### config.mk
export PLATFORM = sky130hd
export DESIGN_NAME = dft_frame_sequencer
export DESIGN_NICKNAME = d
export VERILOG_FILES = /design/src/rtl/dft_frame_sequencer.sv
export SDC_FILE = /design/constraint.sdc
export NUM_CORES = 1
export LEC_CHECK = 0
export CAP_MARGIN = 20
export CORE_MARGIN = 3
export CORE_UTILIZATION = 53
export CTS_CLUSTER_SIZE = 8
export DETAILED_ROUTE_END_ITERATION = 7
export GPL_TIMING_DRIVEN = 0
export PLACE_DENSITY = 0.84
export SYNTH_ARGS = -nofsm -noshare
export SYNTH_HDL_FRONTEND = slang
export SYNTH_SLANG_ARGS = --single-unit
### constraint.sdc
create_clock -name clk_i -period 4.2 [get_ports clk_i]
set_input_delay 0.63 -clock clk_i [delete_from_list [all_inputs] [get_ports clk_i]]
set_output_delay 0.63 -clock clk_i [all_outputs]
set_load 0.005 [all_outputs]
### src/rtl/dft_frame_sequencer.sv
// Frame sequencer for a streaming DFT datapath.
// Latches a frame length N on trigger, clears the accumulators and resets the
// oscillator bank, streams N samples (window address = sample index), waits
// for the accumulator result with a timeout, then holds the result for the
// downstream handshake. Continuous mode re-arms directly from HOLD.
// Ports:
//   clk_i, rst_i                       clock, synchronous active-high reset
//   cfg_num_samples_i, cont_i, trig_i  frame configuration and start
//   abort_i, clr_err_i                 abort frame, clear sticky errors
//   in_valid_i / in_ready_o            upstream sample handshake
//   acc_start_o, acc_sample_valid_o,
//   acc_last_sample_o, acc_valid_i     DFT accumulator control / result
//   osc_reset_o, osc_advance_o         oscillator bank control
//   win_addr_o                         window ROM address
//   res_valid_o / res_ready_i          downstream result handshake
//   frame_cnt_o, busy_o, err_*_o       status
module dft_frame_sequencer #(
   parameter int unsigned SAMPLE_COUNT_WIDTH = 16,
   parameter int unsigned FRAME_CNT_WIDTH    = 16,
   parameter int unsigned TIMEOUT_CYCLES     = 1024
) (
   input  logic                          clk_i,
   input  logic                          rst_i,
   input  logic [SAMPLE_COUNT_WIDTH-1:0] cfg_num_samples_i,
   input  logic                          cont_i,
   input  logic                          trig_i,
   input  logic                          abort_i,
   input  logic                          clr_err_i,
   input  logic                          in_valid_i,
   output logic                          in_ready_o,
   output logic                          acc_start_o,
   output logic                          acc_sample_valid_o,
   output logic                          acc_last_sample_o,
   input  logic                          acc_valid_i,
   output logic                          osc_reset_o,
   output logic                          osc_advance_o,
   output logic [SAMPLE_COUNT_WIDTH-1:0] win_addr_o,
   output logic                          res_valid_o,
   input  logic                          res_ready_i,
   output logic [FRAME_CNT_WIDTH-1:0]    frame_cnt_o,
   output logic                          busy_o,
   output logic                          err_cfg_o,
   output logic                          err_timeout_o,
   output logic                          err_overrun_o
);

   localparam int unsigned TMO_W = (TIMEOUT_CYCLES > 1) ? $clog2(TIMEOUT_CYCLES) : 1;
   localparam logic [TMO_W-1:0] TMO_LAST = TMO_W'(TIMEOUT_CYCLES - 1);

   typedef enum logic [2:0] {
      IDLE     = 3'd0,
      START    = 3'd1,
      STREAM   = 3'd2,
      WAIT_ACC = 3'd3,
      HOLD     = 3'd4
   } state_t;

   state_t                        state_q, state_d;
   logic [SAMPLE_COUNT_WIDTH-1:0] n_q, n_d;
   logic [SAMPLE_COUNT_WIDTH-1:0] idx_q, idx_d;
   logic [TMO_W-1:0]              tmo_q, tmo_d;
   logic [FRAME_CNT_WIDTH-1:0]    frame_cnt_d;
   logic                          kill;
   logic                          accept;
   logic                          is_last;
   logic                          set_cfg, set_tmo, set_ovr;

   // State and datapath registers
   always_ff @(posedge clk_i) begin
      if (rst_i) begin
         state_q       <= IDLE;
         n_q           <= '0;
         idx_q         <= '0;
         tmo_q         <= '0;
         frame_cnt_o   <= '0;
         err_cfg_o     <= 1'b0;
         err_timeout_o <= 1'b0;
         err_overrun_o <= 1'b0;
      end else begin
         state_q       <= state_d;
         n_q           <= n_d;
         idx_q         <= idx_d;
         tmo_q         <= tmo_d;
         frame_cnt_o   <= frame_cnt_d;
         // Sticky flags: a set event in the same cycle beats the clear
         err_cfg_o     <= (err_cfg_o     & ~clr_err_i) | set_cfg;
         err_timeout_o <= (err_timeout_o & ~clr_err_i) | set_tmo;
         err_overrun_o <= (err_overrun_o & ~clr_err_i) | set_ovr;
      end
   end

   // Next-state and output decode
   always_comb begin
      state_d            = state_q;
      n_d                = n_q;
      idx_d              = idx_q;
      tmo_d              = tmo_q;
      frame_cnt_d        = frame_cnt_o;
      set_cfg            = 1'b0;
      set_tmo            = 1'b0;
      in_ready_o         = 1'b0;
      acc_start_o        = 1'b0;
      osc_reset_o        = 1'b0;
      res_valid_o        = 1'b0;
      win_addr_o         = '0;

      // Abort or reset silences every strobe in the cycle it is seen
      kill   = abort_i | rst_i;
      busy_o = (state_q != IDLE);

      case (state_q)
         IDLE: begin
            if (trig_i) begin
               if (cfg_num_samples_i != '0) begin
                  n_d     = cfg_num_samples_i;
                  state_d = START;
               end else begin
                  set_cfg = 1'b1;
               end
            end
         end
         START: begin
            acc_start_o = ~kill;
            osc_reset_o = ~kill;
            idx_d       = '0;
            state_d     = STREAM;
         end
         STREAM: begin
            in_ready_o = ~kill;
            win_addr_o = kill ? '0 : idx_q;
            tmo_d      = '0;
         end
         WAIT_ACC: begin
            if (acc_valid_i) begin
               state_d = HOLD;
            end else if (tmo_q == TMO_LAST) begin
               set_tmo = 1'b1;
               state_d = IDLE;
            end else begin
               tmo_d = tmo_q + TMO_W'(1);
            end
         end
         HOLD: begin
            res_valid_o = ~kill;
            if (res_ready_i) begin
               frame_cnt_d = frame_cnt_o + FRAME_CNT_WIDTH'(1);
               state_d     = IDLE;
               if (cont_i) begin
                  if (cfg_num_samples_i != '0) begin
                     n_d     = cfg_num_samples_i;
                     state_d = START;
                  end else begin
                     set_cfg = 1'b1;
                  end
               end
            end
         end
         default: state_d = IDLE;
      endcase

      // Sample acceptance is combinational so the accumulator sees it same cycle
      accept             = in_valid_i & in_ready_o;
      is_last            = accept & (idx_q == (n_q - SAMPLE_COUNT_WIDTH'(1)));
      acc_sample_valid_o = accept;
      osc_advance_o      = accept;
      acc_last_sample_o  = is_last;
      if (accept) begin
         if (is_last) state_d = WAIT_ACC;
         else         idx_d   = idx_q + SAMPLE_COUNT_WIDTH'(1);
      end

      set_ovr = cont_i & in_valid_i & ~in_ready_o & busy_o;

      // Abort wins over trigger, accumulator result and result handshake
      if (abort_i) begin
         state_d     = IDLE;
         n_d         = n_q;
         idx_d       = '0;
         frame_cnt_d = frame_cnt_o;
         set_cfg     = 1'b0;
         set_tmo     = 1'b0;
      end
   end

endmodule
==> impl_summary.md, run 1 <==
Run status
The run finished with clean final reports.

STA
The worst max-slew margin expressed relative to the limit is 0.4094. Setup violations remaining at the end of the flow were counted as 0. The smallest setup slack after layout is 0.1461 ns. The setup total negative slack is 0 ns. The achievable frequency is 0.2467 GHz. The number of endpoints with negative hold slack in the final report was 0. At the pin with the least slew margin, the transition time is 0.8839 ns. The final critical path time including I/O delays and setup is just over 4 ns.

The final max-slew violation count is 0. In the finished design, the share of the clock period the worst path needs comes to 0.9652. Between clock sinks in the finished design, the worst skew comes to 0.01355 ns.

Synthesis
The total nets after synthesis is 465. The cell taking the most area after synthesis is sky130_fd_sc_hd__dfxtp_1. In this run, synthesis inferred 0 flip-flops with an integrated enable. After synthesis the netlist holds a flip-flop and latch count of 64. The synthesized instance count is 436. The share of synthesized area in the top cell type comes to 0.3484.

The count of distinct cell types in the synthesized netlist is 65. The leading cell type by number of instances after synthesis is sky130_fd_sc_hd__nor2_1. The average size of a mapped cell is between 8 and 9 um^2. The proportion of synthesized flip-flops having asynchronous set or reset is 0. The post-synthesis instance area is 3677 um^2. Counting instances in the post-synthesis netlist gives the leading cell types as sky130_fd_sc_hd__nor2_1 (70), sky130_fd_sc_hd__dfxtp_1 (64), sky130_fd_sc_hd__nand3_1 (25), sky130_fd_sc_hd__nand2_1 (24), sky130_fd_sc_hd__xor2_1 (21). Of the synthesized area, sequential elements account for 0.3484. By area the synthesized netlist is led by sky130_fd_sc_hd__dfxtp_1 (35%), sky130_fd_sc_hd__nor2_1 (7.1%), sky130_fd_sc_hd__mux2i_1 (5.2%). The most used flip-flop cell after synthesis is sky130_fd_sc_hd__dfxtp_1. Yosys printed 0 warnings.

Floorplanning
The number of rows in the core area is 29. The die area is 7974 um^2. Measured along the y axis, the die boundary spans 89.30 um. The effective utilization at floorplan is 0.5630. Pin placement for this block handled 68 I/O pins. The die is between 80 and 90 um wide. The core region area is 6531 um^2.

Layout
The finished cells cover 4691 um^2. Relative to the synthesized area, the layout overhead comes to 27.56%. Of the cells placed in the final design, the portion with a size suffix greater than 1 is 0.1135. Excluding fillers, the count of instances in the completed layout stands at 597. The repair_antennas step left the layout with diodes totalling 0. The final net count is 544.

Global routing
The via count of the first global-routing pass is 3378. The first global-routing pass estimated approximately 16000 um of wire. The largest net degree at the start of global routing is 13. Summed over all layers, the global routing overflow is 0. Across every metal layer, demand over resource in global routing totals 0.2517. The number of antenna violations at the first check in global routing is 0.

Placement
The wire-length estimate of the detail-placed layout is 6864 um. The last weighted congestion value of the routability-driven placer is 0.7897. The post-placement worst setup slack is -0.1719 ns. The count of input and output buffers is 67.

The number of instances in the placed design is 580. Summing all placed instances gives a cell area of about 4400 um^2.

Clock tree
After clock tree synthesis, the clock-pin slew on the worst setup and hold paths is 0.08 ns. TritonCTS built the clock tree. The number of clock buffers inserted by TritonCTS is 9. The CTS root buffer is sky130_fd_sc_hd__clkbuf_8. The source-to-sink clock delay at the later pin of the worst-skew pair is 0.35 ns. In this run the deepest clock path goes through 2 buffers. The number of hold buffers added after CTS was 0. The H-tree depth is 3. The number of sinks driven by the clock tree is between 60 and 70.

Worst setup path
In this run the register-to-register setup slack is about 0.74 ns. STA classifies the critical path endpoint as an output port. Along the worst path, the maximum fanout reaches 6. The critical path class is in -> out.

STA classifies the critical path startpoint as an input pin. The required time at the worst-slack endpoint is 3.57 ns. For the worst setup path, the data arrival time is 3.42 ns.

Route
The number of iterations in the first detailed-routing pass is 4. The final wirelength is between 9000 and 10000 um. The wire length per cell is roughly 16 um.

For this block, the initial DRC count from the detailed router was roughly 180. The vias per cell is ~5.8. The residual DRC count is 0. The total number of vias is 3475. The number of antenna-violating nets in the routed design is 0.

Power and ir drop
The net switching power is ~380 uW. The switching power share of the total is 0.2738. Of the total power, combinational logic draws 0.133. Of the total power, registers draw 0.457.

The cell-internal power is 996.3 uW. Of the total power, the clock network draws 0.410. Summed over all cells, the static leakage comes to 0.001732 uW.

The maximum resistive drop on vdd is between 0.0002 and 0.0003 V. The power density normalized to cell area is 292.5 nW/um^2. Overall power consumption after layout is estimated at about 1400 uW.

Run
The max-capacitance violation count is 0.

Min path
The worst hold path class is reg -> reg.
-- per-stage QoR --
stage | util | hold WS, ns
5_1_grt | 0.7182 | 0.4823
4_1_cts | 0.7130 | 0.4640
3_3_place_gp | 0.6805 | 0.4435
3_5_place_dp | 0.6805 | 0.4493
6_report | 0.7182 | 0.4656
2_1_floorplan | - | 0.4487
-- final cells by class --
| class | instances | area, um^2 |
|---|---|---|
| well taps | 77 | 96.34 |
| repair buffers | 68 | 678.2 |
| clock buffers | 10 | 137.6 |
| clock inverters | 6 | 67.56 |
| multi-input cells | 342 | 2276 |
| flip-flops and latches | 64 | 1281 |
| fillers | 528 | 1841 |
| plain buffers | 23 | 127.6 |
| inverters | 7 | 26.28 |
-- final timing paths --
| check | to | cells after the start | from |
|---|---|---|---|
| max reg2reg | idx_q[6] | 11 | n_q[0] |
| max | acc_last_sample_o | 10 | abort_i |
| min reg2reg | err_cfg_o | 2 | err_cfg_o |
| min | err_cfg_o | 2 | err_cfg_o |
-- worst max-delay path: stages --
cell                              delay, ns
sky130_fd_sc_hd__clkdlybuf4s50_1       0.49
sky130_fd_sc_hd__or2_1                 0.25
sky130_fd_sc_hd__buf_2                 0.17
sky130_fd_sc_hd__nor4b_4               0.33
sky130_fd_sc_hd__nand2_2               0.18
sky130_fd_sc_hd__inv_2                 0.13
sky130_fd_sc_hd__nand4_1               0.14
sky130_fd_sc_hd__a211o_1               0.30
sky130_fd_sc_hd__nor4_2                0.26
sky130_fd_sc_hd__clkdlybuf4s50_1       0.55
-- cells in the final DEF, fill, tap and decap left out, types with 7 or more instances in the layout --
| cell type | netlist | final |
|---|---|---|
| sky130_fd_sc_hd__dfxtp_1 | 64 | 64 |
| sky130_fd_sc_hd__clkbuf_8 | 0 | 10 |
| sky130_fd_sc_hd__a221o_1 | 8 | 8 |
| sky130_fd_sc_hd__nand3_1 | 25 | 25 |
| sky130_fd_sc_hd__clkdlybuf4s50_1 | 0 | 67 |
| sky130_fd_sc_hd__o21ai_0 | 9 | 9 |
| sky130_fd_sc_hd__mux2i_1 | 19 | 18 |
| sky130_fd_sc_hd__and2_1 | 18 | 18 |
| sky130_fd_sc_hd__nor2_1 | 70 | 70 |
| sky130_fd_sc_hd__nand4_1 | 10 | 10 |
| sky130_fd_sc_hd__a21oi_1 | 11 | 11 |
| sky130_fd_sc_hd__or2_2 | 7 | 7 |
| sky130_fd_sc_hd__nand2_1 | 24 | 24 |
| sky130_fd_sc_hd__nor3_1 | 13 | 13 |
| sky130_fd_sc_hd__nor2b_1 | 9 | 9 |
| sky130_fd_sc_hd__or3_1 | 11 | 11 |
| sky130_fd_sc_hd__clkbuf_1 | 13 | 13 |
| sky130_fd_sc_hd__xnor2_1 | 16 | 16 |
| sky130_fd_sc_hd__xor2_1 | 21 | 21 |
-- repair_timing --
item                                    in CTS  in global routing
gates resized for setup                      0                  6
cloned                                       0                  0
pin swaps                                    1                  1
setup buffers                                1                  0
endpoints found under the setup margin       1                  1
-- registers in the layout (all words and copies together) (netlist names) --
signal,flops
err_cfg_o,1
err_overrun_o,1
err_timeout_o,1
frame_cnt_o,16
idx_q,16
n_q,16
state_q,3
tmo_q,10
-- power groups by stage --
stage / clock network (uW) / registers [uW] / logic, uW
after floorplan: 0 / 637 / 119
after CTS: 568 / 626 / 174
after global routing: 597 / 629 / 199
after detailed placement: 0 / 640 / 173
after global placement: 0 / 640 / 166
final: 562 / 627 / 182
-- layer usage --
layer  track usage  share of wire
met1        0.2881           0.42
met2        0.4334           0.50
met3       0.09954          0.067
met4       0.07307          0.014
met5             0              0
-- cells by family (layout without fill, tap and decap cells) --
logic type | after synthesis | in the layout | synth area share
AOI/OAI and AO/OA | 55 | 55 | 0.1136
xor gates and xnor gates | 38 | 38 | 0.09561
adders and majority gates | 4 | 4 | 0.01361
buffers and inverters | 30 | 114 | 0.04185
DFF | 64 | 64 | 0.3484
muxes | 20 | 20 | 0.05478
and+or+nand+nor | 225 | 225 | 0.3321
(Power assumes the default switching activity.)
==> run 2: changes to the inputs <==
==> constraint.sdc (replaced) <==
create_clock -name clk_i -period 4.65 [get_ports clk_i]
set_input_delay 0.6975 -clock clk_i [delete_from_list [all_inputs] [get_ports clk_i]]
set_output_delay 0.6975 -clock clk_i [all_outputs]
set_load 0.005 [all_outputs]
==> impl_summary.md, run 2 (synthesis gave the netlist of run 1 again) <==
Clock tree
The H-tree depth is 3. The TritonCTS clock tree is built. At the later pin of the worst-skew pair, clock insertion delay measures 0.35 ns. Counting every sink on the clock net gives 64.

In this run, post-CTS hold repair placed 0 buffers. Gates resized during post-CTS repair numbered 0. The number of clock buffers inserted by TritonCTS is 9. After clock tree synthesis, the clock-pin slew on the worst setup and hold paths is around 0.080 ns.

The CTS root buffer is sky130_fd_sc_hd__clkbuf_8. The maximum clock insertion buffer count is 2.

Global routing
The global-route track usage on met3 is 0.09954. The number of antenna violations at the first check in global routing is 0. The via count of the first global-routing pass came to between 3000 and 4000. The most used routing layer in global routing is met2.

The largest net degree at the start of global routing is 13. The routing usage on met1 is 0.2893. The first-pass GRT wire length is 15690 um. For this run, the total global-route usage over all layers was measured as 0.2511. The residual overflow from global routing is 0.

In the global route stage, met2 resource usage came out at 0.4300.

STA
Setup repair after global routing left no endpoint under its margin. The smallest setup slack after layout is 0.2539 ns. The clock arrives with 0.01393 ns of skew. The number of endpoints with negative hold slack in the final report is 0. The final max-slew violation count is 0.

The transition time of the tightest slew-check pin is 0.8775 ns. The number of endpoints failing setup at the final stage is 0. The final critical path time including I/O delays and setup is 4.396 ns.

The fraction of the cycle the final worst path needs is 0.9454. The achievable frequency is 0.2275 GHz. For the final routed database, the setup TNS stands at 0 ns. Headroom to the max-slew limit came out at 0.4137.

Layout
The area growth from synthesis to layout is 26.64%. The top cell types in the final layout, fill and taps aside, are sky130_fd_sc_hd__nor2_1 (70), sky130_fd_sc_hd__clkdlybuf4s50_1 (67), sky130_fd_sc_hd__dfxtp_1 (64). The largest registers in the layout are frame_cnt_o (16), idx_q (16), n_q (16). The library cell used most frequently in the layout, excluding fill and tap cells, is sky130_fd_sc_hd__nor2_1. In the final layout, the share of cells above drive strength 1 is 0.1058.

In the final design database the tool counted 544 nets. The count of antenna diodes in the layout is 0. The number of standard cells in the layout, taps in and fillers out is 597.

Power and ir drop
Cell internal power was estimated by the tool at 896.3 uW. The net switching power is 336.0 uW. The share of total power dissipated in the clock network is 0.413. The combinational power share is 0.128.

The analysis attributes to cell leakage a power of 0.001716 uW. The switching power share of the total is 0.2726. The power density normalized to cell area is about 260 nW/um^2. The power share of the sequential group is 0.459.

IR analysis of the VDD net gives a maximum drop of 0.0002306 V.

Route
The number of iterations in the first detailed-routing pass is 5. The number of antenna-violating nets in the routed design is 0. The vias per cell is between 5 and 6. The final wirelength is around 9300 um.

For this run, design rule violations remaining after detail routing come to 0. The wire length per cell is approximately 16 um. The detailed router finished its first iteration with 173 violations. The total number of vias is 3488.

Worst setup path
The kind of start point of the critical path is an input pin. The worst reg-to-reg path cell count is 11. STA puts the critical path data required time at 3.95 ns. Along the worst path, the maximum fanout reaches 6. The data arrival time of the worst path is 3.70 ns. The critical path in this run is classified as in -> out. The capturing element type of the critical path is an output port.

Placement
The number of instances in the placed design is 580. The count of input and output buffers is 67. The post-placement worst setup slack is 0.1431 ns. Once detailed placement completed, the half-perimeter wirelength came to 6864 um. The last weighted congestion value of the routability-driven placer is 0.7897.

Min path
The worst hold path was traced through 2 stages. The worst hold path class is reg -> reg.

Floorplanning
The core region is roughly 6500 um^2. The number of primary I/O pins is just under 70. The die covers ~8000 um^2.

The floorplan step set the die height to 89.30 um. From left edge to right edge, the die measures between 80 and 90 um. The initial utilization of the core area, before any placement, comes to 0.5630. The number of rows in the core area is 29.

Run status
The run finished with clean final reports.

Run
Max-cap violations in this run came to 0.
-- run 2: changes by cell type in the layout (fill, tap and decap cells not counted) --
cell and delta:
sky130_fd_sc_hd__nor4b_4 -1, sky130_fd_sc_hd__mux2i_2 -1, sky130_fd_sc_hd__inv_1 +1, sky130_fd_sc_hd__nor4_2 -1
sky130_fd_sc_hd__nor4b_2 +1, sky130_fd_sc_hd__nor4_1 +2, sky130_fd_sc_hd__mux2i_1 +1, sky130_fd_sc_hd__nor4_4 -1
sky130_fd_sc_hd__inv_2 -1
-- run 2: critical path, cell delays in order --
cell	delay, ns
sky130_fd_sc_hd__clkdlybuf4s50_1	0.49
sky130_fd_sc_hd__or2_1	0.25
sky130_fd_sc_hd__buf_2	0.17
sky130_fd_sc_hd__nor4b_4	0.38
sky130_fd_sc_hd__nand2_2	0.18
sky130_fd_sc_hd__inv_1	0.17
sky130_fd_sc_hd__nand4_1	0.16
sky130_fd_sc_hd__a211o_1	0.29
sky130_fd_sc_hd__nor4_1	0.34
sky130_fd_sc_hd__clkdlybuf4s50_1	0.57
-- run 2: cell type report --
cell class | instances | area (um^2)
fill | 532 | 1874
inverter | 7 | 26.28
timing repair buffer | 68 | 678.2
clock inverter | 6 | 67.56
clock buffer | 10 | 137.6
sequential | 64 | 1281
buffer | 23 | 127.6
multi-input combinational | 342 | 2242
tap | 77 | 96.34
-- run 2: final timing paths --
check,startpoint,end,slack (ns)
max,abort_i,acc_last_sample_o,0.25
min,err_cfg_o,err_cfg_o,0.46
max reg2reg,n_q[0],idx_q[6],1.24
min reg2reg,err_cfg_o,err_cfg_o,0.46
-- run 2: power groups by stage --
stage | Combinational [uW] | Sequential [uW] | Clock, uW
detailed placement | 156 | 578 | 0
floorplan | 108 | 575 | 0
global route | 174 | 567 | 540
global placement | 150 | 578 | 0
finish | 158 | 566 | 508
CTS | 157 | 565 | 513
-- run 2: stage by stage --
step / power, uW / utilization / hold slack, ns / instance area, um^2
finish: 1232 / 0.7130 / 0.4620 / 4657
global placement: 728.2 / 0.6805 / 0.4435 / 4444
floorplan: 683.0 / - / 0.4487 / 3677
global route: 1280 / 0.7130 / 0.4823 / 4657
CTS: 1236 / 0.7119 / 0.4640 / 4649
detailed placement: 734.6 / 0.6805 / 0.4493 / 4444
-- run 2: repair_timing --
item,CTS,global route
endpoints found under the setup margin,0,1
buffers inserted,0,1
endpoints found under the hold margin,0,0
-- run 2: per-layer routing --
metal | routed length [um] | vias to the layer above
met5 | 0 | -
met4 | 145 | 0
met3 | 628 | 18
met2 | 4574 | 113
met1 | 3959 | 1635
li1 | - | 1722
==> run 3: changes to the inputs <==
--- a/config.mk
+++ b/config.mk
@@ -7,11 +7,12 @@
 export LEC_CHECK = 0
 export CAP_MARGIN = 20
 export CORE_MARGIN = 3
-export CORE_UTILIZATION = 53
+export CORE_UTILIZATION = 50
+export CTS_BUF_LIST = sky130_fd_sc_hd__clkbuf_4 sky130_fd_sc_hd__clkbuf_8
 export CTS_CLUSTER_SIZE = 8
 export DETAILED_ROUTE_END_ITERATION = 7
 export GPL_TIMING_DRIVEN = 0
-export PLACE_DENSITY = 0.84
+export PLACE_DENSITY = 0.8
 export SYNTH_ARGS = -nofsm -noshare
 export SYNTH_HDL_FRONTEND = slang
 export SYNTH_SLANG_ARGS = --single-unit
==> constraint.sdc (replaced) <==
create_clock -name clk_i -period 4.5 [get_ports clk_i]
set_input_delay 0.675 -clock clk_i [delete_from_list [all_inputs] [get_ports clk_i]]
set_output_delay 0.675 -clock clk_i [all_outputs]
set_load 0.005 [all_outputs]
==> impl_summary.md, run 3 (synthesis gave the netlist of run 1 again) <==
Layout
The largest registers in the layout are frame_cnt_o (16), idx_q (16), n_q (16). In the layout the commonest cells are sky130_fd_sc_hd__nor2_1 (70), sky130_fd_sc_hd__clkdlybuf4s50_1 (67), sky130_fd_sc_hd__dfxtp_1 (64). The count of antenna diodes in the layout is 0. The final layout contains 544 nets. The number of standard cells in the layout, taps in and fillers out is 616. The most common library cell in the layout ignoring fill and taps is sky130_fd_sc_hd__nor2_1. The fill cell instance count of the final layout is 564. The share of final-layout standard cells stronger than drive strength 1 is 0.1058. The area growth from synthesis to layout is 27.83%.

Worst setup path
The number of cells on the worst reg-to-reg path is 11. The buffer and inverter count on the worst path is 4. The origin of the critical flop-to-flop path is n_q[0]. The biggest cell delay along the critical path is roughly 0.58 ns. Broken down by cell family, the worst path's largest delay share belongs to buffers and inverters. The cell that appears most often on the critical path is sky130_fd_sc_hd__clkdlybuf4s50_1.

The setup check on the worst reg-to-reg path leaves a slack of around 1.0 ns. The critical path starts at abort_i. The data arrival time of the worst path is between 3 and 4 ns. The critical path class is in -> out. The critical-path cell with the highest stage delay is sky130_fd_sc_hd__clkdlybuf4s50_1. The kind of start point of the critical path is an input pin. The reg-to-reg endpoint is idx_q[12]. Walking the worst path, the cells encountered are clkdlybuf4s50_1 > or2_1 > buf_2 > nor4b_4 > nand2_2 > inv_1 > nand4_1 > a211o_1 > nor4_1 > clkdlybuf4s50_1. The capturing element type of the critical path is an output port.

The instance count on the critical path is 10. For the worst setup path, the data required time is 3.83 ns. In this run the worst setup path terminates at acc_last_sample_o. The highest net fanout along the worst path is 6.

Route
In the routed design, unresolved DRC markers number 0. The wire length per cell is approximately 15 um. The number of violations reported at the end of detailed-routing iteration 0 is 186. Dividing the detail-routed via count by the number of cells gives 5.662. The number of iterations in the first detailed-routing pass is 4. The total number of vias is 3488. The final wirelength is 9503 um. Once detail routing completed, the nets flagged for antenna violations numbered 0.

Global routing
The total global routing track utilization is 0.2309. The via count of the first global-routing pass was 3433. After global routing the overflow that remains totals 0. The largest net degree at the start of global routing is 12. The number of antenna violations at the first check in global routing is 0.

The first-pass GRT wire length is 15890 um.

STA
The final worst clock skew is approximately 0.0065 ns. The final max-slew violation count is 0. The worst pin sits at a relative slew slack of 0.4571. The achievable frequency is ~0.23 GHz. The number of endpoints with negative hold slack in the final report came to 0.

Of the available clock period, the critical path in the final layout requires 0.9637. The number of endpoints failing setup at the final stage is 0. The transition time of the tightest slew-check pin is 0.8126 ns. The final hold slack is around 0.48 ns. Setup total negative slack on the finished layout was measured at 0 ns. The final critical path time including I/O delays and setup is 4.337 ns.

Clock tree
For the worst-skew pair, the clock arrives at the later sink with an insertion delay of ~0.35 ns. The TritonCTS clock tree is built. CTS placed an instance of sky130_fd_sc_hd__clkbuf_8 at the clock tree root. The number of clock buffers inserted by TritonCTS is 9. After clock tree synthesis, the repair step resized 0 gates. The H-tree depth is 3. Counting every sink on the clock net gives 64.

The clock slew at the register clock pins of the worst setup and hold paths is 0.07 ns. In this run the deepest clock path goes through 2 buffers. The number of buffers added to fix hold violations after cts is 0.

Power and ir drop
The static power due to leakage is 0.001726 uW. The power density normalized to cell area is ~280 nW/um^2. Overall power consumption after layout is estimated at 1315 uW.

Across the VDD grid, the largest voltage drop is between 0.0002 and 0.00025 V.

Run
The max-capacitance violation count is 0.

Floorplanning
The region available for standard cell placement spans 6944 um^2. The die covers between 8000 and 9000 um^2. In this run the count of I/O pins placed on the die edge is 68. The die boundary width is 91.76 um. The die span in y is approximately 92 um. The initial utilization of the core area, before any placement, comes to 0.5295. In this run the core area contains 30 standard-cell rows.

Run status
The run finished with clean final reports.

Min path
The worst hold path belongs to the class reg -> reg.

Placement
The HPWL after detailed placement is 6869 um. The last weighted congestion value of the routability-driven placer is just over 0.9. The number of instances in the placed design is 599. The count of input and output buffers is 67.
[run 3: cell count changes in the layout (fill, tap and decap cells not counted)]
cell / delta
sky130_fd_sc_hd__bufinv_16: +1
sky130_fd_sc_hd__inv_6: -1
sky130_fd_sc_hd__clkinv_4: -1
sky130_fd_sc_hd__clkbuf_4: +1
[run 3: metrics by stage]
stage          cell area, um^2  utilization  setup WS, ns
6_report                  4701       0.6769        0.1634
5_1_grt                   4701       0.6769      -0.03519
4_1_cts                   4693       0.6759       0.01867
3_5_place_dp              4468       0.6434      0.006698
3_3_place_gp              4468       0.6434       0.01622
2_1_floorplan             3677            -         1.341
[run 3: how the worst min path moves through the flow]
stage / from / depth (start not counted) / to
final: err_overrun_o / 2 / err_overrun_o
after global routing: err_overrun_o / 2 / err_overrun_o
after CTS: err_overrun_o / 2 / err_overrun_o
after detailed placement: err_overrun_o / 2 / err_overrun_o
after global placement: err_overrun_o / 2 / err_overrun_o
after floorplan: err_overrun_o / 2 / err_overrun_o
[run 3: metal layers]
metal  GRT usage  part of all wire  vias to the layer above
li1            -                 -                     1712
met1      0.2851              0.43                     1633
met2      0.3883              0.47                      126
met3     0.06153             0.072                       17
met4     0.07921             0.020                        0
met5           0                 0                        -
[run 3: power by group]
part           switching [uW]  leakage, uW  internal, uW
sequential               10.2     0.000517           574
combinational            84.6      0.00110          79.5
clock                     235     0.000109           332
total                     329      0.00173           986
[run 3: worst min-delay path: stages, from the launching register on]
cell	delay, ns
sky130_fd_sc_hd__dfxtp_1	0.32
sky130_fd_sc_hd__nand2_1	0.05
sky130_fd_sc_hd__o21ai_0	0.06
[run 3: cell type report]
class                      instances  area [um^2]  area share
multi-input combinational        342         2242      0.4770
sequential                        64         1281      0.2726
timing repair buffer              68        678.2      0.1443
clock buffer                      11        145.1     0.03088
buffer                            23        127.6     0.02715
tap                               96        120.1     0.02555
clock inverter                     5        80.08     0.01703
inverter                           7        26.28    0.005590
[run 3: what timing repair did]
action,CTS,global route
hold endpoints to repair,0,0
setup buffers,0,1
setup endpoints to repair,0,1
